==> config.mk <==
export PLATFORM = sky130hd
export DESIGN_NAME = calc_seq_flat
export DESIGN_NICKNAME = d
export VERILOG_FILES = /design/src/rtl/calc_pkg.sv /design/src/rtl/calc_seq_if.sv /design/src/rtl/calc_exec.sv /design/src/rtl/calc_seq.sv /design/src/flat_wrapper.sv
export SDC_FILE = /design/constraint.sdc
export NUM_CORES = 1
export LEC_CHECK = 0
export CORE_ASPECT_RATIO = 1.4
export CORE_MARGIN = 2
export CORE_UTILIZATION = 55
export CTS_BUF_LIST = sky130_fd_sc_hd__clkbuf_8
export CTS_CLUSTER_SIZE = 14
export DETAILED_ROUTE_END_ITERATION = 16
export PLACE_DENSITY = 0.84
export SLEW_MARGIN = 20
export SYNTH_ARGS = -nofsm -noshare
export SYNTH_HDL_FRONTEND = slang
export SYNTH_SLANG_ARGS = --single-unit
export TNS_END_PERCENT = 50
==> constraint.sdc <==
create_clock -name clk -period 3.8 [get_ports clk]
set_clock_uncertainty 0.15 [all_clocks]
set_input_delay 0.76 -clock clk [delete_from_list [all_inputs] [get_ports clk]]
set_output_delay 0.76 -clock clk [all_outputs]
set_load 0.1 [all_outputs]
==> src/rtl/calc_pkg.sv <==
// calc_pkg: opcodes, FSM state type and width helper shared by the calculator front-end.
package calc_pkg;
  localparam logic [2:0] OP_ADD_AB = 3'b000;
  localparam logic [2:0] OP_SUB_AB = 3'b001;
  localparam logic [2:0] OP_ABS_B  = 3'b010;
  localparam logic [2:0] OP_ADD_BA = 3'b100;
  localparam logic [2:0] OP_SUB_BA = 3'b101;
  localparam logic [2:0] OP_ABS_A  = 3'b110;
  typedef enum logic [1:0] {IDLE, EXEC, RESP} state_t;
  function automatic logic [63:0] most_neg(input int w);
    return 64'd1 << (w - 1);
  endfunction
endpackage

==> src/rtl/calc_seq_if.sv <==
// calc_seq_if: command/response channels plus accumulator status of the calculator front-end.
interface calc_seq_if #(parameter int W = 16);
  logic cmd_valid, cmd_ready, cmd_load;
  logic [2:0] cmd_op;
  logic [W-1:0] cmd_data;
  logic rsp_valid, rsp_ready, rsp_ovf, ovf_sticky;
  logic [W-1:0] rsp_data, acc;
  modport master(output cmd_valid, cmd_load, cmd_op, cmd_data, rsp_ready,
                 input cmd_ready, rsp_valid, rsp_data, rsp_ovf, ovf_sticky, acc);
  modport slave(input cmd_valid, cmd_load, cmd_op, cmd_data, rsp_ready,
                output cmd_ready, rsp_valid, rsp_data, rsp_ovf, ovf_sticky, acc);
endinterface

==> src/rtl/calc_exec.sv <==
// calc_exec: combinational signed add/sub/abs built around one adder with carry-in.
module calc_exec #(parameter int W = 16) (
  input  logic [2:0]   i_op,
  input  logic [W-1:0] i_a,
  input  logic [W-1:0] i_b,
  output logic [W-1:0] o_r,
  output logic         o_ovf
);
  logic [W-1:0] w_p, w_q, w_x, w_y;
  logic w_neg;
  // op[2] swaps operands; abs negates q through the same adder as 0 + ~q + 1
  always_comb begin
    w_p = i_op[2] ? i_b : i_a;
    w_q = i_op[2] ? i_a : i_b;
    w_neg = i_op[1] ? w_q[W-1] : i_op[0];
    w_x = i_op[1] ? '0 : w_p;
    w_y = w_neg ? ~w_q : w_q;
    o_r = w_x + w_y + W'(w_neg);
    o_ovf = (w_x[W-1] == w_y[W-1]) && (o_r[W-1] != w_x[W-1]);
  end
endmodule

==> src/rtl/calc_seq.sv <==
// calc_seq: flow-controlled accumulator front-end around calc_exec.
module calc_seq import calc_pkg::*; #(parameter int W = 16) (
  input logic clk,
  input logic rst_n,
  calc_seq_if.slave bus
);
  state_t r_state, w_next;
  logic r_load, r_rsp_ovf, r_sticky, w_ovf;
  logic [2:0] r_op;
  logic [W-1:0] r_data, r_acc, r_rsp_data, w_r;
  calc_exec #(.W(W)) u_exec (.i_op(r_op), .i_a(r_acc), .i_b(r_data), .o_r(w_r), .o_ovf(w_ovf));
  always_ff @(posedge clk or negedge rst_n)
    if (!rst_n) r_state <= IDLE;
    else r_state <= w_next;
  always_comb begin
    w_next = r_state;
    if (r_state == IDLE) w_next = bus.cmd_valid ? EXEC : IDLE;
    else if (r_state == EXEC) w_next = RESP;
    else if (r_state == RESP) w_next = bus.rsp_ready ? IDLE : RESP;
  end
  always_ff @(posedge clk or negedge rst_n)
    if (!rst_n) begin
      r_load <= 1'b0;
      r_op <= '0;
      r_data <= '0;
      r_acc <= '0;
      r_rsp_data <= '0;
      r_rsp_ovf <= 1'b0;
      r_sticky <= 1'b0;
    end else begin
      if (r_state == IDLE && bus.cmd_valid) begin
        r_load <= bus.cmd_load;
        r_op <= bus.cmd_op;
        r_data <= bus.cmd_data;
      end
      if (r_state == EXEC) begin
        r_acc <= r_load ? r_data : w_r;
        r_rsp_data <= r_load ? r_data : w_r;
        r_rsp_ovf <= !r_load && w_ovf;
        r_sticky <= !r_load && (r_sticky || w_ovf);
      end
    end
  assign bus.cmd_ready = r_state == IDLE;
  assign bus.rsp_valid = r_state == RESP;
  assign bus.rsp_data = r_rsp_data;
  assign bus.rsp_ovf = r_rsp_ovf;
  assign bus.ovf_sticky = r_sticky;
  assign bus.acc = r_acc;
endmodule

==> src/flat_wrapper.sv <==
// flat-port wrapper written by rule: the top's interface ports become plain ports
module calc_seq_flat import calc_pkg::*;
#(parameter int W = 16)
  (clk, rst_n, bus_cmd_valid, bus_cmd_load, bus_cmd_op, bus_cmd_data, bus_rsp_ready, bus_cmd_ready, bus_rsp_valid, bus_rsp_data, bus_rsp_ovf, bus_ovf_sticky, bus_acc);
  calc_seq_if #(.W(W)) bus_i ();
  input logic clk;
  input logic rst_n;
  input wire logic [$bits(bus_i.cmd_valid)-1:0] bus_cmd_valid;
  input wire logic [$bits(bus_i.cmd_load)-1:0] bus_cmd_load;
  input wire logic [$bits(bus_i.cmd_op)-1:0] bus_cmd_op;
  input wire logic [$bits(bus_i.cmd_data)-1:0] bus_cmd_data;
  input wire logic [$bits(bus_i.rsp_ready)-1:0] bus_rsp_ready;
  output wire logic [$bits(bus_i.cmd_ready)-1:0] bus_cmd_ready;
  output wire logic [$bits(bus_i.rsp_valid)-1:0] bus_rsp_valid;
  output wire logic [$bits(bus_i.rsp_data)-1:0] bus_rsp_data;
  output wire logic [$bits(bus_i.rsp_ovf)-1:0] bus_rsp_ovf;
  output wire logic [$bits(bus_i.ovf_sticky)-1:0] bus_ovf_sticky;
  output wire logic [$bits(bus_i.acc)-1:0] bus_acc;
  assign bus_i.cmd_valid = bus_cmd_valid;
  assign bus_i.cmd_load = bus_cmd_load;
  assign bus_i.cmd_op = bus_cmd_op;
  assign bus_i.cmd_data = bus_cmd_data;
  assign bus_i.rsp_ready = bus_rsp_ready;
  assign bus_cmd_ready = bus_i.cmd_ready;
  assign bus_rsp_valid = bus_i.rsp_valid;
  assign bus_rsp_data = bus_i.rsp_data;
  assign bus_rsp_ovf = bus_i.rsp_ovf;
  assign bus_ovf_sticky = bus_i.ovf_sticky;
  assign bus_acc = bus_i.acc;
  calc_seq #(.W(W)) u_core (.clk(clk), .rst_n(rst_n), .bus(bus_i));
endmodule
### Word level (Yosys, flattened, before mapping)

Index checks and enable logic that the tools add are counted.

* flip-flop bits (word level): 40
* input bits: 24
* output and inout port bits: 36
* logic and storage cells: 33

* $add $sub $neg: 2
* equal/unequal tests: 4
* mux-type cells: 11
* bitwise logic cells: 1
* reductions and logical operators: 8

Operator list (count)
* $mux 16: 5
* $add 16x1->16: 1
* $add 16x16->16: 1
* $not 16->16: 1
* $mux 2: 4
* $logic_and 1x1->1: 4
* $reduce_bool 3->1: 1
* $eq 2x1->1 const B: 1
* $eq 2x2->1 const B: 1
* $logic_not 2->1: 1
* $mux 1: 2
* $eq 1x1->1: 1
* $logic_not 1->1: 1
* $logic_or 1x1->1: 1
* $ne 1x1->1: 1

### Logic depth before layout (Yosys ltp)

Gate-level depths: netlist (run 1).

* depth after elaboration: 9
* mapped depth: 13
* depth with buffers taken out: 11

### By module

A second synthesis (run 1) with hierarchy kept.

* cells, all modules: 303
* area total of the unflattened synthesis: 3291.9 sq um

By module, submodules not included
* calc_seq: times used 1, cells an instance 125, area an instance 1939.4 sq um, seq. area each 1001.0 sq um
* calc_exec: times used 1, cells an instance 178, area an instance 1352.5 sq um, seq. area each 0.0 sq um

### Worst setup path after synthesis (run 1)

Ideal clock, no wire load.

* kind: flip-flop to flip-flop
* start point: register u_core.r_acc[15] (netlist: u_core.bus.acc[15])
* end point: register u_core.r_acc[12] (netlist: u_core.bus.acc[12])
* setup time: 0.067 ns
* arrival time: 3.469 ns
* slack: 0.113 ns
* cell stages (with the launch flop): 12
* buffers on the path: 1
* period minus slack after synthesis: 3.687 ns
* cells stage by stage: dfrtp_1 > mux2i_4 > a21oi_2 > buf_2 > xnor2_1 > ha_1 > a21oi_2 > o211ai_1 > o311a_1 > o21a_1 > o311ai_1 > o21a_1

* word-level cells in the longest chain between the ends: 6

Ends and longest elaborated chain
* start: declaration: line calc_seq.sv:10 `logic [W-1:0] r_data, r_acc, r_rsp_data, w_r;`
* start signal: assignment: line calc_seq.sv:37 `r_acc <= r_load ? r_data : w_r;`
* $mux 16 (*): line calc_exec.sv:14 `w_q = i_op[2] ? i_a : i_b;`
* $mux 1 (*): line calc_exec.sv:15 `w_neg = i_op[1] ? w_q[W-1] : i_op[0];`
* $mux 16: line calc_exec.sv:17 `w_y = w_neg ? ~w_q : w_q;`
* $add 16x16->16: line calc_exec.sv:18 `o_r = w_x + w_y + W'(w_neg);`
* $add 16x1->16 (*): line calc_exec.sv:18
* $mux 16 (*): line calc_seq.sv:37

Every way passes the cells marked *; elsewhere a longest branch is shown, timed or not.
A chain may end at the register's enable or synchronous reset.

### Final worst setup path (run 1)

* start point: register u_core.r_op[2]
* end point: register u_core.r_acc[14] (netlist: u_core.bus.acc[14])

* word-level cells in the longest chain between the ends: 6
* elaborated cells between the ends (all ways): 9

Ends and longest elaborated chain
* start: declaration: line calc_seq.sv:9 `logic [2:0] r_op;`
* start signal: assignment: line calc_seq.sv:33 `r_op <= bus.cmd_op;`
* $mux 16: line calc_exec.sv:14
* $mux 1 / $not 16->16 (equally long branches): line calc_exec.sv:15, calc_exec.sv:17
* $mux 16: line calc_exec.sv:17
* $add 16x16->16: line calc_exec.sv:18
* $add 16x1->16 (*): line calc_exec.sv:18
* $mux 16 (*): line calc_seq.sv:37

Marked as above.

==> results.sh, run 1 <==
export IMPL_worst_slew_pin_slew_ns=1.00
export IMPL_clock_latency_ns=0.30
export IMPL_synth_xor_area_share_pct=5.71
export IMPL_synth_largest_area_cell="dfrtp_1"
export IMPL_ys_async_sr_fraction_pct=100
export IMPL_synth_top_family_by_area="multiplexers"
export IMPL_place_congestion=0.884
export IMPL_synth_ff_type="dfrtp_1"
export IMPL_cts_root_buf="clkbuf_8"
export IMPL_wirelength_um=7300
export IMPL_wl_per_cell_um=15.8
export IMPL_core_area_sq_um=5740
export IMPL_viasPerCell=5.91
export IMPL_cts_tree="done"
export IMPL_cp_start_kind="register"
export IMPL_crit_fanout=33
export IMPL_status="finished, final reports clean"
export IMPL_grt_pass1_vias=2613
export IMPL_ant_nets=0
export IMPL_cts_hold_buf=0
export IMPL_hpwlAfterDp_um=5290
export IMPL_finalNetCount=430
export IMPL_fin_util_pct=66.8
export IMPL_rsz0062_at_grt="false"
export IMPL_drc_errors=0
export IMPL_min_path_type="reg2reg"
export IMPL_dieWidth_um=68.7
export IMPL_synth_compound_area_share_pct=16.5
export IMPL_rr_startpoint="u_core.r_op[2]$_DFFE_PN0P_"
export IMPL_startpoint="u_core.r_op[2]$_DFFE_PN0P_"
export IMPL_crit_chain="buf_4, mux2i_1, xnor2_1, inv_1, fa_1, nand2b_1, a211oi_2, nor3_1, o31ai_1, mux2i_1, nand3_1"
export IMPL_numCtsBuffers=5
export IMPL_setup_tns_ns=0
export IMPL_cts_sinks=40
export IMPL_fp_dieH_um=94.6
export IMPL_drive_gt1_share_pct=12.8
export IMPL_muxShareOfSynthArea_pct=19.0
export IMPL_cpPeakStageDelay_ns=0.46
export IMPL_cp_slowest_cell="buf_4"
export IMPL_cts_max_path_buffers=2
export IMPL_layout_common_cells="clkdlybuf4s50_1, dfrtp_1, mux2i_1, nor2_1, nand2_1"
export IMPL_timing_final_hold_violations=0
export IMPL_synth_avg_cell_area_sq_um=9.13
export IMPL_drtIter0Drc=78
export IMPL_postCtsSetupBuffers=0
export IMPL_ys_seq_area_share_pct=31.1
export IMPL_synth_adder_area_share_pct=6.06
export IMPL_critical_path_top_delay_family="compound AO/OA/AOI/OAI gates"
export IMPL_path_buf_inv=2
export IMPL_synth_edf_count=0
export IMPL_yosys_area_share_simple_pct=14.4
export IMPL_num_rows=33
export IMPL_fin_crit_ns=3.32
export IMPL_synth_cell_types=50
export IMPL_netlist_instances=353
export IMPL_fmax_mhz=301
export IMPL_seq_area_sq_um=1000
export IMPL_setup_viol=0
export IMPL_synth_area_leaders="dfrtp_1, mux2i_1, mux2_2, ha_1, xnor2_1"
export IMPL_clk_pin_slew_ns=0.08
export IMPL_synth_top_area_share_pct=31.1
export IMPL_max_cap_viol_count=0
export IMPL_htree_levels=2
export IMPL_n_antenna_cell=0
export IMPL_layout_commonest_cell="clkdlybuf4s50_1"
export IMPL_start_util_pct=56.1
export IMPL_hold_start="u_core.bus.rsp_ovf$_DFFE_PN0N_"
export IMPL_cp_common_cell="mux2i_1"
export IMPL_ys_warn_count=0
export IMPL_io_buffers=59
export IMPL_worstPathArrival_ns=3.35
export IMPL_die_area_sq_um=6490
export IMPL_grt_ovfl_total=0
export IMPL_relSlewSlack_pct=32.8
export IMPL_grt_pass1_wl_um=12100
export IMPL_endpoint_kind="register"
export IMPL_period_share_pct=87.3
export IMPL_syn_area_sq_um=3220
export IMPL_multiInputGateArea_sq_um=1990
export IMPL_track_usage_pct=24.6
export IMPL_vias=2730
export IMPL_area_delta_synth_final_pct=19.0
export IMPL_cp_required_ns=3.84
export IMPL_syn_nets=392
export IMPL_maxSlewViolCount=0
export IMPL_cts_repair_resized=0
export IMPL_grt_max_degree=41
export IMPL_synth_seq_cells=40
export IMPL_antenna_found_initial=0
export IMPL_io_pins=60
export IMPL_worstSetupPathType="reg2reg"
export IMPL_nFillCells=476
export IMPL_dr_pass1_iters=4
## worst paths after layout
| path | endpoint | slack [ns] | cells past startpoint |
|---|---|---|---|
| setup / recovery | u_core.bus.acc[14]$_DFFE_PN0N_ | 0.48 | 11 |
| hold reg to reg | u_core.bus.rsp_ovf$_DFFE_PN0N_ | 0.33 | 2 |
| setup reg to reg | u_core.bus.acc[14]$_DFFE_PN0N_ | 0.48 | 11 |
| max in group asynchronous | u_core.r_op[2]$_DFFE_PN0P_ | 2.44 | 1 |
| min in group asynchronous | u_core.bus.acc[10]$_DFFE_PN0N_ | 0.44 | 1 |
| hold / removal | u_core.bus.rsp_ovf$_DFFE_PN0N_ | 0.33 | 2 |
## worst reg2reg max path: stages (launching register included)
cell	delay [ns]
dfrtp_2	0.39
buf_4	0.46
mux2i_1	0.28
xnor2_1	0.17
inv_1	0.09
fa_1	0.44
nand2b_1	0.21
a211oi_2	0.29
nor3_1	0.11
o31ai_1	0.29
mux2i_1	0.23
nand3_1	0.10
## through the flow
step / cell area (sq um) / worst slack [ns] / cells / hold slack [ns]
global placement: 3740 / 0.613 / 454 / 0.312
finish: 3830 / 0.483 / 462 / 0.329
detailed placement: 3740 / 0.510 / 454 / 0.318
floorplan: 3220 / 0.113 / 353 / 0.314
CTS: 3830 / 0.481 / 462 / 0.336
global route: 3830 / 0.264 / 462 / 0.360
## cell families after synthesis
family | Yosys count
DFF | 40
AOI/OAI and AO/OA | 78
buffers and inverters | 43
xor gates and xnor gates | 21
adders and majority gates | 15
muxes | 57
and+or+nand+nor | 99
## registers in the layout (all words and copies together), names as in the netlist
signal and count:
u_core.bus.acc 16, u_core.r_data 16, u_core.r_op 3, u_core.r_state 2, u_core.bus.ovf_sticky 1, u_core.bus.rsp_ovf 1, u_core.r_load 1
## synthesized netlist by cell type (2+ instances only)
| cell | instances |
|---|---|
| a211oi_1 | 3 |
| a21o_1 | 4 |
| a21oi_1 | 23 |
| a21oi_2 | 3 |
| and3_1 | 4 |
| buf_1 | 2 |
| buf_2 | 3 |
| buf_4 | 16 |
| clkbuf_1 | 14 |
| dfrtp_1 | 40 |
| ha_1 | 14 |
| inv_1 | 7 |
| mux2_2 | 19 |
| mux2i_1 | 36 |
| nand2_1 | 24 |
| nand2b_1 | 5 |
| nand3_1 | 11 |
| nand3b_1 | 2 |
| nor2_1 | 30 |
| nor2b_1 | 3 |
| nor3_1 | 10 |
| nor3b_1 | 4 |
| nor4_1 | 2 |
| o211ai_1 | 5 |
| o21a_1 | 8 |
| o21ai_0 | 11 |
| o21ai_1 | 4 |
| o21bai_1 | 2 |
| o31ai_1 | 4 |
| xnor2_1 | 19 |
| xor2_1 | 2 |
## metal layers
metal | GRT usage (%) | part of all wire (%)
met4 | 10.8 | 2.5
met1 | 29.3 | 41
met5 | 0 | 0
met2 | 42.7 | 53
met3 | 3.34 | 3.3
## layout make-up
| cell class | count | share of cell area, % |
|---|---|---|
| Inverter | 7 | 0.685 |
| Tap cell | 70 | 2.28 |
| Clock buffer | 6 | 2.15 |
| Sequential cell | 40 | 26.1 |
| Multi-Input combinational cell | 270 | 51.9 |
| Timing Repair Buffer | 67 | 16.6 |
| Clock inverter | 2 | 0.196 |
Power of run 1 is left out: the tool's default activity adds up to more than one toggle a clock period on the data nets, which glitch-free logic cannot reach.
==> run 2: changes to the inputs <==
- GPL_ROUTABILITY_DRIVEN: unset -> 1
==> results of run 2 <==
Final layout, timing and power as in run 1 (identical DEF).
Power of run 2 is left out for the same reason.
